==> src/rtl/red_pitaya_pwm.sv <==
// red_pitaya_pwm -- sigma-style PWM DAC for one analog output channel.
//
// A frame is 16 PWM periods of FULL clocks each. Every period is high for
// the base duty v (cfg_i[23:16]); period k gets one extra high cycle when
// mask bit b[k] (cfg_i[15:0]) is set. The result is roughly 12 bits of
// average resolution. The configuration is latched only at the frame end,
// so a frame never mixes two settings.
//
// Ports:
//   clk_i   - clock
//   rstn_i  - asynchronous active-low reset
//   cfg_i   - conversion word {v[7:0], b[15:0]}, quasi-static in clk_i domain
//   pwm_o   - registered PWM output
//   sync_o  - registered one-cycle pulse on the first cycle of each frame
module red_pitaya_pwm #(
  parameter int FULL = 156
) (
  input  logic        clk_i,
  input  logic        rstn_i,
  input  logic [23:0] cfg_i,
  output logic        pwm_o,
  output logic        sync_o
);

  localparam logic [7:0] VMAX = 8'(FULL - 1);

  logic [7:0]  vcnt_q, vcnt_d;
  logic [3:0]  bcnt_q, bcnt_d;
  logic [7:0]  v_r_q, v_r_d;
  logic [15:0] b_r_q, b_r_d;
  logic        pwm_q, pwm_d;
  logic        sync_q, sync_d;

  logic        vwrap;
  logic        frame_end;
  logic [8:0]  th;

  always_comb begin
    vwrap     = (vcnt_q == VMAX);
    frame_end = vwrap && (bcnt_q == 4'd15);

    vcnt_d = vwrap ? 8'd0 : vcnt_q + 8'd1;
    // 4-bit counter wraps 15 -> 0 on its own.
    bcnt_d = vwrap ? bcnt_q + 4'd1 : bcnt_q;

    v_r_d = v_r_q;
    b_r_d = b_r_q;
    if (frame_end) begin
      v_r_d = cfg_i[23:16];
      b_r_d = cfg_i[15:0];
    end

    // 9-bit threshold: base duty plus this period's extra count. Base
    // values >= FULL keep the pin high through every period wrap.
    th     = {1'b0, v_r_q} + {8'd0, b_r_q[bcnt_q]};
    pwm_d  = ({1'b0, vcnt_q} < th);
    sync_d = (vcnt_q == 8'd0) && (bcnt_q == 4'd0);
  end

  always_ff @(posedge clk_i or negedge rstn_i) begin
    if (!rstn_i) begin
      vcnt_q <= '0;
      bcnt_q <= '0;
      v_r_q  <= '0;
      b_r_q  <= '0;
      pwm_q  <= 1'b0;
      sync_q <= 1'b0;
    end else begin
      vcnt_q <= vcnt_d;
      bcnt_q <= bcnt_d;
      v_r_q  <= v_r_d;
      b_r_q  <= b_r_d;
      pwm_q  <= pwm_d;
      sync_q <= sync_d;
    end
  end

  assign pwm_o  = pwm_q;
  assign sync_o = sync_q;

endmodule
==> config.mk <==
export PLATFORM = sky130hd
export DESIGN_NAME = red_pitaya_pwm
export DESIGN_NICKNAME = d
export VERILOG_FILES = /design/src/rtl/red_pitaya_pwm.sv
export SDC_FILE = /design/constraint.sdc
export NUM_CORES = 1
export LEC_CHECK = 0
export CORE_MARGIN = 2
export CORE_UTILIZATION = 60
export DETAILED_ROUTE_END_ITERATION = 8
export DONT_BUFFER_PORTS = 1
export PLACE_DENSITY = 0.76
export SLEW_MARGIN = 20
export SYNTH_ARGS = -nofsm -noshare
export SYNTH_HDL_FRONTEND = slang
export SYNTH_SLANG_ARGS = --single-unit
==> constraint.sdc <==
create_clock -name clk_i -period 8.5 [get_ports clk_i]
set_input_delay 1.7 -clock clk_i [delete_from_list [all_inputs] [get_ports clk_i]]
set_output_delay 1.7 -clock clk_i [all_outputs]
set_load 0.01 [all_outputs]
==> results of run 1 <==
-- power by group --
part | total (W) | leakage, nW | switching, W | internal, W
clock network | 0.0000956 | 0.0353 | 0.0000554 | 0.0000401
logic | 0.000000103 | 0.406 | 0 | 0.000000102
registers | 0.000181 | 0.517 | 0 | 0.000181
total | 0.000276 | 0.958 | 0.0000554 | 0.000221
-- routing by layer --
layer  routed length [um]  global-route usage [%]  up-vias
li1                     -                       -      542
met1                 1290                    24.8      584
met2                 1680                    34.9       29
met3                  182                    8.32        5
met4                   34                    4.66        0
met5                    0                       0        -
-- registers in the layout (all words and copies together), names as in the netlist --
name	cells
bcnt_q	4
sync_o	1
vcnt_q	8
pwm_o	1
v_r_q	8
b_r_q	16
-- cell families after synthesis --
family | count (synthesis)
flops | 38
compound gates | 9
buf+inv | 10
xor+xnor | 15
fa+ha+maj | 14
mux | 29
simple gates | 36
-- worst max-delay path, stage by stage (launching register included) --
cell and delay [ns]:
dfrtp_1 0.58, mux4_2 0.58, mux4_2 0.49, ha_1 0.20
ha_1 0.22, nand2_1 0.11, xor2_1 0.18, ha_1 0.27
a21o_1 0.18, a211oi_1 0.23, a31o_2 0.18
-- layout make-up --
cell class / instances / area, um2 / area share, %
clock inverter: 1 / 5.00 / 0.247
sequential: 38 / 951 / 47.0
tap: 44 / 55.1 / 2.72
inverter: 5 / 18.8 / 0.928
multi-input combinational: 103 / 938 / 46.4
clock buffer: 7 / 55.1 / 2.72
-- path summary, 6_finish.rpt --
| path | slack [ns] | end |
|---|---|---|
| max | 5.21 | pwm_o |
| min | 0.49 | b_r_q[10] |
| max reg2reg | 5.21 | pwm_o |
| min reg2reg | 0.49 | b_r_q[10] |
| max in group asynchronous | 7.35 | bcnt_q[2] |
| min in group asynchronous | 1.04 | vcnt_q[6] |
-- layout by cell type (no fill, tap or decap), drive strengths merged --
cell	count
dfrtp	38
mux2	24
ha	14
nand3	9
xnor2	8
xor2	7
nor2	7
nand2	7
clkbuf	7
inv	5
mux4	5
nand4	4
and3	2
nor2b	2
and4	2
o21ai	2
o21a	2
nor4	2
nor3	1
a21o	1
a211oi	1
a21oi	1
o22ai	1
a31o	1
clkinv	1
-- per-stage QoR --
step	setup slack, ns	area (um2)
2_1_floorplan	5.52	1950
3_3_place_gp	5.30	1960
3_5_place_dp	5.23	1960
4_1_cts	5.19	2020
5_1_grt	5.00	2020
6_report	5.21	2020
==> metrics.txt, run 1 <==
status complete, no violations; data required time of the worst path ~9 ns; nets slightly below 200; DR WL/cell approximately 16 um; Crit Path Class reg -> reg; global placer's final weighted congestion 0.756; first-pass GRT wire length around 5.5 mm; GR Overflow Total 0; fin crit period roughly 3.3 ns; flops & latches, synth 38; reg2reg start bcnt_q[0]; Worst Path Arrival around 3.6 ns; share of layout cells above drive strength 1 a little under an eighth; DRC 0; Die ar. approximately 0.0037 mm2; Synth top area share between 40% and 50%; Max Fclk about 300 MHz; CTS root buf clkbuf_4; mux contribution to synthesized area 19.7%; Syn Std Cell Area 0.00195 mm2; Max VDD drop approximately 0.10 mV; simple-gate area share of the yosys netlist about a tenth; Setup Buffers After CTS 0; Yosys cell types 29; worst hold margin roughly 0.49 ns; Critical Path Fanout Max 7; area leader, netlist dfrtp_1; syn avg cell area approximately 13 um2; CTS Sinks 38; Critical Path Start Type register; Max clock buf depth 2; post-DR vias/cell between 5 and 6; Detailed Route WL between 3 and 4 mm; Core Util, Final 65.7%; cell with the most instances after synthesis dfrtp_1; via count between 1000 and 1500; Power Dens Cells ~140 mW/mm2; ys async rst share 100%; number of DRC markers in iteration 0 18; setup TNS 0 ns; Rel. slew slack between 30% and 40%; number of fill cells between 200 and 300; commonest cells in the netlist dfrtp_1 (38), mux2_1 (20), ha_1 (14); max-slew violations 0; placed insts 190; number of synthesized flops with an enable pin 0; Leak Pwr between 0.9 and 1 nW; core area roughly 0.0031 mm2; Area contributors post-synth dfrtp_1 (49%), mux2_1 (12%), ha_1 (9.0%); HP Class reg -> reg; Starting Density between 60% and 70%; Mapped Cells ~150; clock-pin slew on the worst setup and hold paths roughly 0.11 ns; # IOs 28; CTS H-tree lvls 2; Hold Path Cell Cnt 1; post-CTS resize count 0; gr usage total about 20%; compound-cell area share of the yosys netlist under 10%; max-cap viol count 0; post-synthesis adder-cell area fraction approximately 9%; Initial DRT Pass Iterations 4; die height roughly 60 um; R2R depth 10; yosys warns 0; diode count 0; beginning of the critical path bcnt_q[0]; main combinational cell family by area after synthesis multiplexers; CTS tree done; Post-CTS Hold Buffers 0; vias in the first global route about 1200; die width about 60 um; I/O Buffers 0; Rows 20; ys flop type dfrtp_1; Final Hold Fails 0; post-synth net total around 190; total power approximately 0.00028 W; largest net degree at the start of global routing 39; Area Growth Syn to Fin 3.92%; Post-DRT Antenna Nets 0; sequential cell area fraction in the yosys report roughly half; Least-Margin Pin Slew around 1.0 ns; post-DP HPWL between 2 and 2.5 mm; hold path startpoint b_r_q[10]; Final setup viols 0; area share of xor/xnor cells in the synthesized design under 10%; Worst Skew 0.0123 ns; initial antenna violation count 0; CTS buffer count 5; CP Capture Type register; period utilisation layout approximately two fifths; post-route insts no fill just under 200; worst skew pair latency between 0.3 and 0.4 ns; RSZ-0062 raised after global routing no
(Power assumes the default switching activity.)
==> run 2, diff against run 1 <==
- ABC_AREA: not set -> 1
- CORE_UTILIZATION: 60 -> 57
- PLACE_DENSITY: 0.76 -> 0.75
- clock period: 8.5 -> 2.95 ns (I/O delays scaled with it)
==> run 2 against run 1 <==
Largest cell class is now multi-input combinational cells; die area up 18%; sequential power grew to 2.9 times the previous value; via count rose by 47%; total power rose to 3.5 times the previous value.
==> metrics.txt, run 2 <==
Initial DRT Pass Iterations 4; post-DP HPWL 2.77 mm; worst skew pair latency around 0.29 ns; CTS root buf clkbuf_8; Rel. slew slack between 60% and 70%; die height 66.3 um; I/O Buffers 0; via count ~1700; commonest non-fill, non-tap cell in the layout nand2_1; Max Fclk between 300 and 400 MHz; Max clock buf depth 2; Max VDD drop approximately 0.24 mV; number of DRC markers in iteration 0 between 60 and 70; DR WL/cell ~11 um; Die ar. 0.00439 mm2; CTS buffer count 5; grt met3 use around 3.7%; Syn Std Cell Area ~0.0022 mm2; GR Overflow Total 0; flops & latches, synth 38; CP Capture Type register; number of synthesized flops with an enable pin 0; Detailed Route WL around 3.9 mm; sequential cell area fraction in the yosys report around 43%; ys async rst share 100%; fin crit period 2.61 ns; Final setup viols 0; gr usage total 21.5%; largest net degree at the start of global routing 39; cell with the most instances after synthesis nand2_1; Worst Skew around 0.0053 ns; die width 66.3 um; vias in the first global route roughly 1700; ys flop type dfrtp_1; GRT busiest layer met2; Largest Register b_r_q; HP Class in -> async; max reg flops 16; max-slew violations 0; Leak Pwr roughly 1.3 nW; initial antenna violation count 0; status complete, no violations; yosys warns 0; diode count 0; Mapped Cells roughly 290; Least-Margin Pin Slew about 0.57 ns; Power Dens Cells between 400 and 500 mW/mm2; CTS Sinks 38; number of fill cells approximately 350; area occupied by multi-input gates ~0.0011 mm2; share of layout cells above drive strength 1 5.14%; post-synth net total 331; Critical Path Start Type register; Rows 22; nets ~330; post-DR vias/cell between 5 and 6; core area around 0.0037 mm2; first-pass GRT wire length 7.18 mm; total power between 0.0009 and 0.001 W; area leader, netlist dfrtp_1; setup TNS 0 ns; Critical Path Fanout Max 7; global placer's final weighted congestion between 0.8 and 0.9; biggest regs b_r_q x16, v_r_q x8, vcnt_q x8; register area about 950 um2; CTS H-tree lvls 2; Worst Path Arrival 2.80 ns; CTS tree done; data required time of the worst path 3.13 ns; Area Growth Syn to Fin 5.77%; # IOs 28; DRC 0; GR Util met2 between 30% and 40%; GR Layer Usage met1 29.2%; clock-pin slew on the worst setup and hold paths ~0.07 ns; Synth top area share between 40% and 50%; Crit Path Class reg -> reg; Core Util, Final 63.4%; RSZ-0062 raised after global routing no; Post-DRT Antenna Nets 0; commonest cells in the netlist nand2_1 (101), nand3_1 (40), dfrtp_1 (38); Area contributors post-synth dfrtp_1 (43%), nand2_1 (17%), nand3_1 (9.1%); max-cap viol count 0; Starting Density between 50% and 60%; Final Hold Fails 0; period utilisation layout between 80% and 90%; syn avg cell area 7.60 um2; Yosys cell types 24; most frequent cells in the layout nand2_1 (101), nand3_1 (40), dfrtp_1 (37)
[run 2: timing repair]
action / CTS / global route
hold endpoints to repair: 38 / 0
setup buffers: 0 / 0
setup endpoints to repair: 0 / 1
hold buffers: 1 / 0
resized for setup: 0 / 1
[run 2: power by group]
group | switching, W | total (W) | leakage (nW) | internal [W]
Sequential | 0 | 0.000521 | 0.384 | 0.000521
Combinational | 0.00000947 | 0.0000125 | 0.845 | 0.00000299
Clock | 0.000177 | 0.000430 | 0.0524 | 0.000253
Total | 0.000187 | 0.000964 | 1.28 | 0.000777
[run 2: path summary, 6_finish.rpt]
path / slack [ns] / end / from / depth (start not counted)
setup / recovery: 0.34 / pwm_o / bcnt_q[1] / 18
hold / removal: 0.13 / bcnt_q[3] / rstn_i / 1
setup reg to reg: 0.34 / pwm_o / bcnt_q[1] / 18
hold reg to reg: 0.47 / b_r_q[13] / b_r_q[13] / 2
max in group asynchronous: 2.63 / bcnt_q[0] / rstn_i / 1
min in group clk_i: 0.44 / b_r_q[13] / cfg_i[13] / 2
[run 2: metal layers]
metal | part of all wire, % | up-vias | routed length (um)
li1 | - | 903 | -
met1 | 51 | 773 | 1960
met2 | 44 | 23 | 1710
met3 | 3.0 | 8 | 118
met4 | 2.1 | 0 | 80
met5 | 0 | - | 0
[run 2: area by class of cell]
| type | count | area share (%) |
|---|---|---|
| clock inverters | 1 | 1.28 |
| well taps | 48 | 2.57 |
| inverters | 38 | 6.15 |
| flip-flops and latches | 38 | 40.7 |
| repair buffers | 1 | 0.856 |
| clock buffers | 7 | 3.26 |
| multi-input cells | 207 | 45.2 |
[run 2: cell families after synthesis]
| family | Yosys count | share of synthesized area, % |
|---|---|---|
| AO/OA/AOI/OAI | 9 | 2.04 |
| XOR/XNOR | 10 | 3.96 |
| adder cells (fa/ha/maj) | 14 | 7.92 |
| buffers and inverters | 46 | 9.22 |
| flip-flops | 38 | 43.0 |
| AND/OR/NAND/NOR | 174 | 33.8 |
[run 2: critical path: stages, from the launching register on]
cell and delay, ns:
dfrtp_1 0.47, inv_1 0.19, nand3_1 0.10, nand2_1 0.08, nand2_1 0.05, nand2_1 0.06, inv_1 0.04, nand2_1 0.08
ha_1 0.14, ha_1 0.17, nand2_1 0.06, nor2_1 0.17, nand3_1 0.12, xor2_1 0.16, ha_1 0.29, nand2_1 0.05
nand3b_1 0.14, nor2_1 0.11, nor2_1 0.04
[run 2: stage by stage]
| stage | instances | area [um2] | hold slack (ns) | setup slack (ns) |
|---|---|---|---|---|
| 3_3_place_gp | 331 | 2210 | 0.296 | 0.308 |
| 6_report | 340 | 2340 | 0.127 | 0.337 |
| 2_1_floorplan | 291 | 2210 | 0.294 | 0.512 |
| 4_1_cts | 340 | 2340 | 0.133 | 0.250 |
| 3_5_place_dp | 331 | 2210 | 0.296 | 0.257 |
| 5_1_grt | 340 | 2340 | 0.133 | 0.0368 |
==> run 3, diff against run 2 <==
- RECOVER_POWER: not set -> 100
==> run 3 against run 2 <==
The flow now finishes with violations (max-capacitance violations, max-slew violations); global-route usage is the same; clock-buffer cell count is the same; maximum frequency grew 0.29%; via count shrank 0.35%; worst hold slack gained 0.31 ns; sequential power is essentially flat; combinational power shrank 21%; final area shrank 1.3%; setup slack gained 0.0075 ns; critical endpoint unchanged; largest cell class unchanged.
==> metrics.txt, run 3 (synthesized netlist as in run 2, its figures left out) <==
Psw 0.000187 W; post-DR vias/cell around 5; core area 0.00369 mm2; CTS H-tree lvls 2; fin crit period 2.61 ns; area occupied by multi-input gates ~0.0010 mm2; worst skew pair latency 0.29 ns; Die ar. ~0.0044 mm2; Critical Path Fanout Max 7; global placer's final weighted congestion 0.881; violations in the final reports max-capacitance violations, max-slew violations; Max VDD drop approximately 0.24 mV; biggest regs b_r_q x16, v_r_q x8, vcnt_q x8; CTS tree done; Initial DRT Pass Iterations 4; share of layout cells above drive strength 1 under 10%; nets about 330; max-cap viol count 1; gr usage total between 20% and 30%; sequential share of power roughly 54%; max reg flops 16; Crit Path Class reg -> reg; Setup Buffers After CTS 0; cell area after layout around 0.0023 mm2; Critical Path Start Type register; largest net degree at the start of global routing 39; Starting Density about 60%; post-DP HPWL between 2 and 3 mm; Area Growth Syn to Fin 4.36%; Power Dens Cells approximately 420 mW/mm2; CTS root buf clkbuf_8; # IOs 28; CTS buffer count 5; number of DRC markers in iteration 0 63; data required time of the worst path ~3.1 ns; placed cell areas ~0.0022 mm2; commonest non-fill, non-tap cell in the layout nand2_1; CTS Sinks 38; vias in the first global route around 1700; clock-pin slew on the worst setup and hold paths 0.07 ns; via count approximately 1700; first-pass GRT wire length between 7 and 8 mm; Worst Path Arrival roughly 2.8 ns; Rel. slew slack -31.7%; clock group share of total power between 40 and 50%; DRC 0; Final Hold Fails 0; period utilisation layout between 80% and 90%; Max Fclk around 380 MHz; HP Class in -> reg; Post-DRT Antenna Nets 0; max-slew violations 39; Gate power share 1.0%; GR Overflow Total 0; register area about 950 um2; Core Util, Final between 60% and 70%; Largest Register b_r_q; setup TNS 0 ns; most frequent cells in the layout nand2_1 (103), nand3_1 (40), dfrtp_1 (37); Leak Pwr around 1.3 nW; DR WL/cell between 10 and 15 um; switching share of power a little under 20%; diode count 0; Final setup viols 0; Int Power between 0.0007 and 0.0008 W; number of fill cells ~350; total power between 0.0009 and 0.001 W; Rows 22; Detailed Route WL 3.87 mm; Max clock buf depth 2; die width 66.3 um; die height 66.3 um; Least-Margin Pin Slew approximately 2.0 ns; initial antenna violation count 0; Worst Skew roughly 0.0049 ns; CP Capture Type register; RSZ-0062 raised after global routing no; I/O Buffers 0; status finished with violations
-- run 3: cell count changes in the layout (fill, tap and decap cells not counted) --
| cell | before | now |
|---|---|---|
| buf_12 | 1 | 0 |
| clkbuf_1 | 2 | 3 |
| nand2_1 | 101 | 103 |
| nand2_2 | 1 | 0 |
| nand2_4 | 1 | 0 |
| nor3_1 | 2 | 3 |
| nor3_2 | 2 | 1 |
| o21ai_0 | 3 | 5 |
| o21ai_1 | 2 | 0 |
-- run 3: cell type report --
cell class,instances,area share [%]
timing repair buffer,1,0.163
sequential,38,41.3
multi-input combinational,207,45.1
tap,48,2.60
clock buffer,7,3.31
clock inverter,1,1.30
inverter,38,6.24
-- run 3: metrics by stage --
stage	setup WS [ns]	hold WS (ns)	cells
2_1_floorplan	0.512	0.294	291
3_3_place_gp	0.308	0.296	331
3_5_place_dp	0.257	0.296	331
4_1_cts	0.250	0.133	340
5_1_grt	0.0370	0.427	340
6_report	0.344	0.436	340
-- run 3: final timing paths --
| path | cells after the start | end | slack, ns | from |
|---|---|---|---|---|
| setup reg to reg | 18 | pwm_o | 0.34 | bcnt_q[1] |
| setup / recovery | 18 | pwm_o | 0.34 | bcnt_q[1] |
| max in group asynchronous | 1 | bcnt_q[0] | 0.84 | rstn_i |
| hold reg to reg | 2 | b_r_q[13] | 0.47 | b_r_q[13] |
| min in group asynchronous | 1 | bcnt_q[0] | 0.85 | rstn_i |
| hold / removal | 2 | v_r_q[1] | 0.44 | cfg_i[17] |
-- run 3: critical path, cell delays in order (launching register included) --
cell and delay [ns]:
dfrtp_1 0.47, inv_1 0.19, nand3_1 0.10, nand2_1 0.08, nand2_1 0.05, nand2_1 0.06
inv_1 0.04, nand2_1 0.08, ha_1 0.14, ha_1 0.17, nand2_1 0.06, nor2_1 0.17
nand3_1 0.12, xor2_1 0.16, ha_1 0.29, nand2_1 0.05, nand3b_1 0.14, nor2_1 0.11
nor2_1 0.04
-- run 3: metal layers --
metal	GRT usage (%)	vias to the layer above	routed length, um
met1	29.2	767	1970
met5	0	-	0
met3	3.75	8	126
met4	9.18	0	81
li1	-	901	-
met2	33.8	25	1690
-- run 3: power groups by stage --
stage          combinational [W]  clock, W  sequential (W)
2_1_floorplan        0.000000166         0        0.000531
4_1_cts                0.0000134  0.000442        0.000520
3_5_place_dp         0.000000166         0        0.000531
3_3_place_gp         0.000000166         0        0.000531
5_1_grt                0.0000120  0.000459        0.000520
6_report              0.00000988  0.000431        0.000521
-- run 3: repair_timing --
action                     in CTS  in global routing
setup endpoints to repair       0                  1
hold endpoints to repair       38                  0
hold buffers                    1                  0
gates resized for setup         0                  1
